`config.mk`:
```
export PLATFORM = sky130hd
export DESIGN_NAME = dm_access_ctrl_flat
export DESIGN_NICKNAME = d
export VERILOG_FILES = /design/src/rtl/dm_access_ctrl_if.sv /design/src/rtl/dm_access_ctrl.sv /design/src/flat_wrapper.sv
export SDC_FILE = /design/constraint.sdc
export NUM_CORES = 1
export LEC_CHECK = 0
export BUFFER_PORTS_ARGS = -buffer_cell sky130_fd_sc_hd__buf_2
export CAP_MARGIN = 20
export CORE_ASPECT_RATIO = 0.5
export CORE_MARGIN = 2
export CORE_UTILIZATION = 30
export CTS_BUF_LIST = sky130_fd_sc_hd__clkbuf_4
export CTS_CLUSTER_SIZE = 28
export DETAILED_ROUTE_END_ITERATION = 8
export HOLD_SLACK_MARGIN = 0.15
export PLACE_DENSITY_LB_ADDON = 0.1
export REMOVE_ABC_BUFFERS = 1
export SYNTH_ARGS = -nofsm -noshare
export SYNTH_HDL_FRONTEND = slang
export SYNTH_SLANG_ARGS = --single-unit
```
`constraint.sdc`:
```
create_clock -name CLK -period 6.3 [get_ports CLK]
set_input_delay 0.945 -clock CLK [delete_from_list [all_inputs] [get_ports CLK]]
set_output_delay 0.945 -clock CLK [all_outputs]
set_load 0.01 [all_outputs]
```
`src/rtl/dm_access_ctrl_if.sv`:
```
// Bus between the MEM-stage pipeline, the access controller and the word-only data memory.
// The slave modport is the controller's view; master is the pipeline/memory side.
interface dm_access_ctrl_if;
    // Pipeline request side
    logic        Req;
    logic [2:0]  MemOp;
    logic [31:0] Addr;
    logic [31:0] WData;
    logic [31:0] PC;
    logic        Stall;
    logic        Done;
    logic [31:0] RData;
    logic        AdEL;
    logic        AdES;
    // Data memory side
    logic        DMWr;
    logic [31:0] DmA;
    logic [31:0] DmWD;
    logic [31:0] DmPC;
    logic [31:0] DmD;

    modport slave (
        input  Req, MemOp, Addr, WData, PC, DmD,
        output Stall, Done, RData, AdEL, AdES, DMWr, DmA, DmWD, DmPC
    );

    modport master (
        output Req, MemOp, Addr, WData, PC, DmD,
        input  Stall, Done, RData, AdEL, AdES, DMWr, DmA, DmWD, DmPC
    );
endinterface

```
`src/rtl/dm_access_ctrl.sv`:
```
// Load/store access controller in front of a word-only data memory.
// Sub-word stores are done as read-modify-write; loads are sign/zero extended.
// Optional macro DM_ACCESS_RANGE_CHECK_EN adds an out-of-range address fault
// (word index >= DM_WORDS); without it upper address bits pass through and the memory wraps.
module dm_access_ctrl #(
    parameter int unsigned DM_WORDS = 1024
) (
    input logic              CLK,
    input logic              Reset,
    dm_access_ctrl_if.slave  bus
);

    typedef enum logic [2:0] {
        OpLw  = 3'b000,
        OpLh  = 3'b001,
        OpLhu = 3'b010,
        OpLb  = 3'b011,
        OpLbu = 3'b100,
        OpSw  = 3'b101,
        OpSh  = 3'b110,
        OpSb  = 3'b111
    } mem_op_e;

    typedef enum logic [2:0] {
        StIdle,
        StLoad,
        StMerge,
        StWrite,
        StResp
    } state_e;

    state_e      state_q, state_d;
    mem_op_e     op_q, op_d;
    logic [31:0] addr_q, addr_d;
    logic [31:0] wdata_q, wdata_d;
    logic [31:0] pc_q, pc_d;
    logic [31:0] rdata_q, rdata_d;
    logic        adel_q, adel_d;
    logic        ades_q, ades_d;
    logic [31:0] merge_q, merge_d;

    mem_op_e     req_op;
    logic        req_is_store;
    logic        misalign_fault;
    logic        range_fault;
    logic        req_fault;
    logic [31:0] load_data;
    logic [31:0] merged_word;

    assign req_op       = mem_op_e'(bus.MemOp);
    assign req_is_store = bus.MemOp[2] & (bus.MemOp[1] | bus.MemOp[0]);

    // Alignment fault on the incoming request
    always_comb begin
        misalign_fault = 1'b0;
        case (req_op)
            OpLw, OpSw:        misalign_fault = (bus.Addr[1:0] != 2'b00);
            OpLh, OpLhu, OpSh: misalign_fault = bus.Addr[0];
            default:           misalign_fault = 1'b0;
        endcase
    end

`ifdef DM_ACCESS_RANGE_CHECK_EN
    assign range_fault = ({2'b00, bus.Addr[31:2]} >= DM_WORDS);
`else
    // Memory wraps on its index bits; DM_WORDS only matters when range checking.
    logic unused_dm_words;
    assign unused_dm_words = ^DM_WORDS;
    assign range_fault     = 1'b0;
`endif

    assign req_fault = misalign_fault | range_fault;

    // Lane select and extension of the returned memory word (little-endian)
    always_comb begin
        logic [7:0]  ld_byte;
        logic [15:0] ld_half;
        ld_byte = bus.DmD[{addr_q[1:0], 3'b000} +: 8];
        ld_half = addr_q[1] ? bus.DmD[31:16] : bus.DmD[15:0];
        case (op_q)
            OpLb:    load_data = {{24{ld_byte[7]}}, ld_byte};
            OpLbu:   load_data = {24'h000000, ld_byte};
            OpLh:    load_data = {{16{ld_half[15]}}, ld_half};
            OpLhu:   load_data = {16'h0000, ld_half};
            default: load_data = bus.DmD;
        endcase
    end

    // Splice the store byte/halfword into the word read back from memory
    always_comb begin
        merged_word = bus.DmD;
        if (op_q == OpSb) begin
            merged_word[{addr_q[1:0], 3'b000} +: 8] = wdata_q[7:0];
        end else begin
            merged_word[{addr_q[1], 4'b0000} +: 16] = wdata_q[15:0];
        end
    end

    // Next-state and registered-output logic for the access sequence
    always_comb begin
        state_d = state_q;
        op_d    = op_q;
        addr_d  = addr_q;
        wdata_d = wdata_q;
        pc_d    = pc_q;
        rdata_d = rdata_q;
        adel_d  = adel_q;
        ades_d  = ades_q;
        merge_d = merge_q;
        case (state_q)
            StIdle: begin
                if (bus.Req) begin
                    op_d    = req_op;
                    addr_d  = bus.Addr;
                    wdata_d = bus.WData;
                    pc_d    = bus.PC;
                    if (req_fault) begin
                        // Faulting ops skip the memory entirely
                        adel_d  = ~req_is_store;
                        ades_d  = req_is_store;
                        rdata_d = 32'h0;
                        state_d = StResp;
                    end else if (!req_is_store) begin
                        state_d = StLoad;
                    end else if (req_op == OpSw) begin
                        state_d = StWrite;
                    end else begin
                        state_d = StMerge;
                    end
                end
            end
            StLoad: begin
                rdata_d = load_data;
                state_d = StResp;
            end
            StMerge: begin
                merge_d = merged_word;
                state_d = StWrite;
            end
            StWrite: begin
                state_d = StResp;
            end
            StResp: begin
                // Response is a one-cycle pulse; clear results on the way out
                rdata_d = 32'h0;
                adel_d  = 1'b0;
                ades_d  = 1'b0;
                state_d = StIdle;
            end
            default: begin
                state_d = StIdle;
            end
        endcase
    end

    // State and datapath registers
    always_ff @(posedge CLK or negedge Reset) begin
        if (!Reset) begin
            state_q <= StIdle;
            op_q    <= OpLw;
            addr_q  <= 32'h0;
            wdata_q <= 32'h0;
            pc_q    <= 32'h0;
            rdata_q <= 32'h0;
            adel_q  <= 1'b0;
            ades_q  <= 1'b0;
            merge_q <= 32'h0;
        end else begin
            state_q <= state_d;
            op_q    <= op_d;
            addr_q  <= addr_d;
            wdata_q <= wdata_d;
            pc_q    <= pc_d;
            rdata_q <= rdata_d;
            adel_q  <= adel_d;
            ades_q  <= ades_d;
            merge_q <= merge_d;
        end
    end

    assign bus.Done  = (state_q == StResp);
    assign bus.Stall = bus.Req & ~bus.Done;
    assign bus.DMWr  = (state_q == StWrite);
    assign bus.DmA   = {addr_q[31:2], 2'b00};
    assign bus.DmWD  = (op_q == OpSw) ? wdata_q : merge_q;
    assign bus.DmPC  = pc_q;
    assign bus.RData = rdata_q;
    assign bus.AdEL  = adel_q;
    assign bus.AdES  = ades_q;

endmodule
```
`src/flat_wrapper.sv`:
```
// flat-port wrapper written by rule: the top's interface ports become plain ports
module dm_access_ctrl_flat 
#(
    parameter int unsigned DM_WORDS = 1024
)
  (CLK, Reset, bus_Req, bus_MemOp, bus_Addr, bus_WData, bus_PC, bus_DmD, bus_Stall, bus_Done, bus_RData, bus_AdEL, bus_AdES, bus_DMWr, bus_DmA, bus_DmWD, bus_DmPC);
  dm_access_ctrl_if bus_i ();
  input logic CLK;
  input logic Reset;
  input wire logic [$bits(bus_i.Req)-1:0] bus_Req;
  input wire logic [$bits(bus_i.MemOp)-1:0] bus_MemOp;
  input wire logic [$bits(bus_i.Addr)-1:0] bus_Addr;
  input wire logic [$bits(bus_i.WData)-1:0] bus_WData;
  input wire logic [$bits(bus_i.PC)-1:0] bus_PC;
  input wire logic [$bits(bus_i.DmD)-1:0] bus_DmD;
  output wire logic [$bits(bus_i.Stall)-1:0] bus_Stall;
  output wire logic [$bits(bus_i.Done)-1:0] bus_Done;
  output wire logic [$bits(bus_i.RData)-1:0] bus_RData;
  output wire logic [$bits(bus_i.AdEL)-1:0] bus_AdEL;
  output wire logic [$bits(bus_i.AdES)-1:0] bus_AdES;
  output wire logic [$bits(bus_i.DMWr)-1:0] bus_DMWr;
  output wire logic [$bits(bus_i.DmA)-1:0] bus_DmA;
  output wire logic [$bits(bus_i.DmWD)-1:0] bus_DmWD;
  output wire logic [$bits(bus_i.DmPC)-1:0] bus_DmPC;
  assign bus_i.Req = bus_Req;
  assign bus_i.MemOp = bus_MemOp;
  assign bus_i.Addr = bus_Addr;
  assign bus_i.WData = bus_WData;
  assign bus_i.PC = bus_PC;
  assign bus_i.DmD = bus_DmD;
  assign bus_Stall = bus_i.Stall;
  assign bus_Done = bus_i.Done;
  assign bus_RData = bus_i.RData;
  assign bus_AdEL = bus_i.AdEL;
  assign bus_AdES = bus_i.AdES;
  assign bus_DMWr = bus_i.DMWr;
  assign bus_DmA = bus_i.DmA;
  assign bus_DmWD = bus_i.DmWD;
  assign bus_DmPC = bus_i.DmPC;
  dm_access_ctrl #(.DM_WORDS(DM_WORDS)) u_core (.CLK(CLK), .Reset(Reset), .bus(bus_i));
endmodule
```
* After elaboration in Yosys (flattened, before gate mapping)
Index checks and enable logic that the tools add are counted.
Operators by class: reductions and logical operators 11, add/sub/neg operators 2, shifts and indexed selects 5, equal/unequal tests 16, muxes and demuxes 21, bitwise operators 5
Operators with widths (count):
- $mux 32 | 4
- $pmux 32 s4 | 1
- $pmux 32 s3 | 1
- $bwmux 32 | 2
- $shift 16x7->32 const A | 1
- $shift 8x7->32 const A | 1
- $shiftx 16x7->32 | 1
- $shiftx 32x6->8 | 1
- $shiftx 8x7->32 | 1
- $eq 3x3->1 const B | 6
- $mux 16 | 1
- $eq 3x2->1 const B | 5
- $neg 5->7 | 2
- $eq 3x1->1 const B | 3
- $mux 3 | 3
- $pmux 3 s3 | 1
- $logic_not 3->1 | 2
- $pmux 1 s2 | 3
- $reduce_and 3->1 | 2
- $mux 1 | 5
- $reduce_bool 2->1 | 2
- $reduce_or 2->1 | 2
- $reduce_bool 3->1 | 1
- $reduce_or 3->1 | 1
- other kinds (6) | 8
Storage, ports and cells: input port bits 134, flip-flop bits (word level) 168

* Depth between registers and ports, before layout
depth in word-level cells 6, depth in mapped cells 10

* Least setup slack after synthesis
No wires, ideal clock.
path kind reg2out, start reg u_core.op_q[0], end out bus_DmWD[10], setup slack 3867 ps, arrival 1488 ps, stages on the path, launching flop included 6, cell sequence dfrtp_1 -> buf_2 -> buf_2 -> nand3_1 -> buf_2 -> mux2_2
Between the ends: cells in the longest elaborated chain, start to end 2
Ends and longest elaborated chain:
- from (decl) | line dm_access_ctrl.sv:33 | mem_op_e op_q, op_d;
- from (signal assigned) | line dm_access_ctrl.sv:160 | op_q <= OpLw;
- from (signal assigned) | line dm_access_ctrl.sv:170 | op_q <= op_d;
- $eq 3x3->1 | line dm_access_ctrl.sv:185 | assign bus.DmWD = (op_q == OpSw) ? wdata_q : merge_q;
- $mux 32 | line dm_access_ctrl.sv:185
- to (decl) | line flat_wrapper.sv:23 | output wire logic [$bits(bus_i.DmWD)-1:0] bus_DmWD;
No other way between the ends.

* Final worst setup path
start reg u_core.op_q[1], end out bus_DmWD[10]
Same word-level chain as after synthesis.

==> run summary <==
The flow ran to the end, and the final reports show no timing, DRC or antenna violations. The number of buffers inserted during clock tree synthesis came out at 17. In this run the register-to-register setup slack is roughly 3.4 ns.

The number of warnings issued by yosys came out at 0. Setup repair after global routing left no endpoint under its margin. The layout net count is approximately 1,100. The global-route wire length before repair is roughly 43,000 um. The die outline area is just over 30,000 um^2. Global routing used roughly 18% of the available tracks across all layers. The logic depth of the worst register-to-register path is 8.

Sorting the synthesized cells by area gives the leading types as sky130_fd_sc_hd__dfrtp_1, sky130_fd_sc_hd__mux2_2, sky130_fd_sc_hd__mux2_1. Row generation in the floorplan step produced 44 rows. The buffer depth of the longest clock path came out at 2.

The highest attainable clock frequency is around 0.24 GHz. TritonCTS built the clock tree. The floorplan die height is 125.4 um. The clock latency on the worst-skew pair came out at approximately 0.62 ns.

Of all nets on the critical path, the largest fanout is 36. The instance area at placement is between 10,000 and 15,000 um^2. For met1 alone, demand over resource in global routing was about a quarter.

In the routed design, unresolved DRC markers number 0. The mean instance size in the synthesized netlist came out at about 11 um^2. The count of input and output buffers is 264. The startpoint identified for the worst register-to-register timing path is u_core.addr_q[1]. The critical path is of the reg -> out type. In this run, post-CTS hold repair placed 0 buffers. The met2 global-route usage is a little under a third.

The count of vias placed by the detailed router is around 7,000. Synthesis produced a little under 800 cells. The fraction of layout instances using a drive strength above 1 came out at 42.73%. The final-layout fill cell count is between 2,000 and 3,000. Clock tree synthesis selected as its root buffer the cell sky130_fd_sc_hd__clkbuf_4. The smallest clock period supported by the final layout is computed as around 4.2 ns. The pre-CTS setup slack is roughly 2.8 ns. The placed wire-length estimate after detailed placement is between 20,000 and 25,000 um. The number of sinks driven by the clock tree came out at about 170. The number of slew-limit violations in the final report came out at 0. The detailed router finished its first iteration with 364 violations. In this run the count of I/O pins placed on the die edge is around 270.

The quantity of gates resized following cts came out at 0. The fraction of synthesis flops using an asynchronous set or reset pin came out at 100.0%. The sort of element at the start of the critical path is a register. Measured along the x axis, the die boundary spans between 200 and 250 um. The largest net degree at the start of global routing came out at 65.

The design draws ~5500 uW. After floorplanning, the core was sized to cover 29,010 um^2. The design area is approximately 11,000 um^2. At the end of routability-driven placement, the weighted congestion stood at between 0.7 and 0.8.

The number of global-route vias before repair was 7,170. The total negative slack for setup checks came out at 0 ns. The required arrival time at the worst endpoint came out at ~5.4 ns. The area added between synthesis and finish is 19.16%. The total congestion overflow after global routing is 0. The area share of the largest cell type after synthesis is 47.51%. STA classifies the critical path endpoint as an output port. The via count normalized by instance count came out at about 5.1. The global routing stage identified its most utilized layer as met2. The number of antenna violations at the first check in global routing is 4.

STA puts the critical path data arrival time at ~3.2 ns. The register area share after synthesis came out at about 48%. The overall routed net length is ~28,000 um. Leaving out fill and tap cells, the most frequent cell in the layout is sky130_fd_sc_hd__buf_2. The number of failing hold endpoints at the final stage came to 0. The initial utilization of the core area, before any placement, comes to between 30% and 40%.

The count of nets left with antenna violations after detail routing is 0. The number of enable-type register cells in the synthesized netlist is 0. Synthesis inferred 168 register bits. The library cells used most frequently in the layout, excluding fill and tap cells, are sky130_fd_sc_hd__buf_2, sky130_fd_sc_hd__dfrtp_1, sky130_fd_sc_hd__mux2_2, sky130_fd_sc_hd__o21ai_0, sky130_fd_sc_hd__nand2_1. The detail-routed net length per standard cell came out at about 20 um.

Once routing completed, OpenROAD measured the worst setup slack at roughly 2.1 ns. The leakage power came out at 0.004914 uW. The first-pass iteration count of the detailed router is 5. The synthesized area came out at between 8000 and 9000 um^2. Summed over all instances, the cell type with the most area after synthesis is sky130_fd_sc_hd__dfrtp_1. The H-tree depth reported by CTS came out at 4.

Across the VDD grid, the largest voltage drop is roughly 200 uV. Setup violations remaining at the end of the flow were counted as 0. The number of distinct standard cells referenced by the synthesized netlist is 61. Clock-pin slew was measured on the worst setup and hold paths at ~0.16 ns. The worst-margin pin slew came out at roughly 0.95 ns.

The path class of the lowest-slack min-delay path is in -> async. The met3 layer usage reported by global route is just over 5%. The final worst clock skew came out at between 0.02 and 0.025 ns. The number of setup buffers added after CTS is 0.

The worst-case headroom to the max-slew limit came out at between 30% and 40%. The share of the clock period used by the worst path is approximately two thirds. The tool flagged a number of max-cap violations equal to 0. The power per cell area is 521.2 nW/um^2. Hold is met by between 0.2 and 0.3 ns. The endpoint identified for the worst register-to-register timing path is u_core.merge_q[29]. In the synthesized netlist the dominant register cell turns out to be sky130_fd_sc_hd__dfrtp_1.
[cell families (layout without fill, tap and decap cells)]
family	after synthesis	after routing	synth area share, %
adders and majority gates	6	6	0.8201
muxes	160	160	20.18
AOI/OAI and AO/OA	230	230	18.69
DFF	168	168	47.51
buffers and inverters	105	319	6.406
and+or+nand+nor	104	104	6.250
other	1	4	0.04238
xor gates and xnor gates	1	1	0.09900
[synthesized netlist by cell type, types with 14 or more instances]
master	n
sky130_fd_sc_hd__dfrtp_1	168
sky130_fd_sc_hd__mux2_2	98
sky130_fd_sc_hd__o21ai_0	63
sky130_fd_sc_hd__nand2_1	42
sky130_fd_sc_hd__buf_4	32
sky130_fd_sc_hd__mux2i_1	31
sky130_fd_sc_hd__buf_2	30
sky130_fd_sc_hd__mux2_1	29
sky130_fd_sc_hd__clkbuf_1	24
sky130_fd_sc_hd__a211oi_1	18
sky130_fd_sc_hd__a21o_1	17
sky130_fd_sc_hd__a22oi_1	17
sky130_fd_sc_hd__a221oi_1	16
sky130_fd_sc_hd__o2bb2ai_1	16
sky130_fd_sc_hd__nor2_1	15
sky130_fd_sc_hd__a21oi_1	14
[report_power, final]
| part | leakage [uW] | total, uW | switching, uW | internal [uW] |
|---|---|---|---|---|
| Combinational | 0.00272 | 2870 | 1570 | 1300 |
| Clock | 0.000144 | 651 | 440 | 211 |
| Sequential | 0.00205 | 1970 | 377 | 1600 |
[through the flow]
step                      instances  util (%)
final                          1383     36.34
after CTS                      1380     36.26
after global routing           1382     36.33
after global placement         1348     35.30
after floorplan                 681         -
after detailed placement       1348     35.30
[worst max path at each step]
stage | start | end | slack (ns) | cells after the start
floorplan | bus_Req | u_core.addr_q[2] | 2.38 | 2
finish | u_core.op_q[1] | bus_DmWD[10] | 2.15 | 5
global route | u_core.op_q[1] | bus_DmWD[28] | 1.85 | 5
detailed placement | u_core.op_q[1] | bus_DmWD[10] | 2.81 | 5
global placement | u_core.op_q[1] | bus_DmWD[28] | 2.88 | 5
CTS | u_core.op_q[1] | bus_DmWD[10] | 2.07 | 5
[layer usage]
metal,routed length (um),vias to the layer above,share of wire (%)
met5,30,-,0.11
met4,267,4,0.95
met3,1366,24,4.9
met2,13730,146,49
met1,12730,3558,45
li1,-,3283,-
[worst max-delay path: stages (launching register included)]
cell,delay [ns]
sky130_fd_sc_hd__dfrtp_1,0.39
sky130_fd_sc_hd__buf_4,0.23
sky130_fd_sc_hd__inv_1,0.38
sky130_fd_sc_hd__nand3_2,0.83
sky130_fd_sc_hd__mux2_2,0.58
sky130_fd_sc_hd__buf_2,0.15
[registers in the layout (all words and copies together), names as in the netlist, 3 cells and up]
register / flops
u_core.addr_q: 32
u_core.bus.DmPC: 32
u_core.bus.RData: 32
u_core.merge_q: 32
u_core.wdata_q: 32
u_core.op_q: 3
u_core.state_q: 3
[layout make-up]
type                            count  area, um^2  area share (%)
Timing Repair Buffer              277        1438           13.63
Inverter                           10       37.54          0.3560
Clock inverter                     14       141.4           1.341
Sequential cell                   168        4205           39.88
Tap cell                          391       489.2           4.640
Clock buffer                       18       135.1           1.282
Antenna cell                        2       5.005         0.04747
Multi-Input combinational cell    503        4093           38.82
Note: power is estimated with default switching activity, not from simulation.
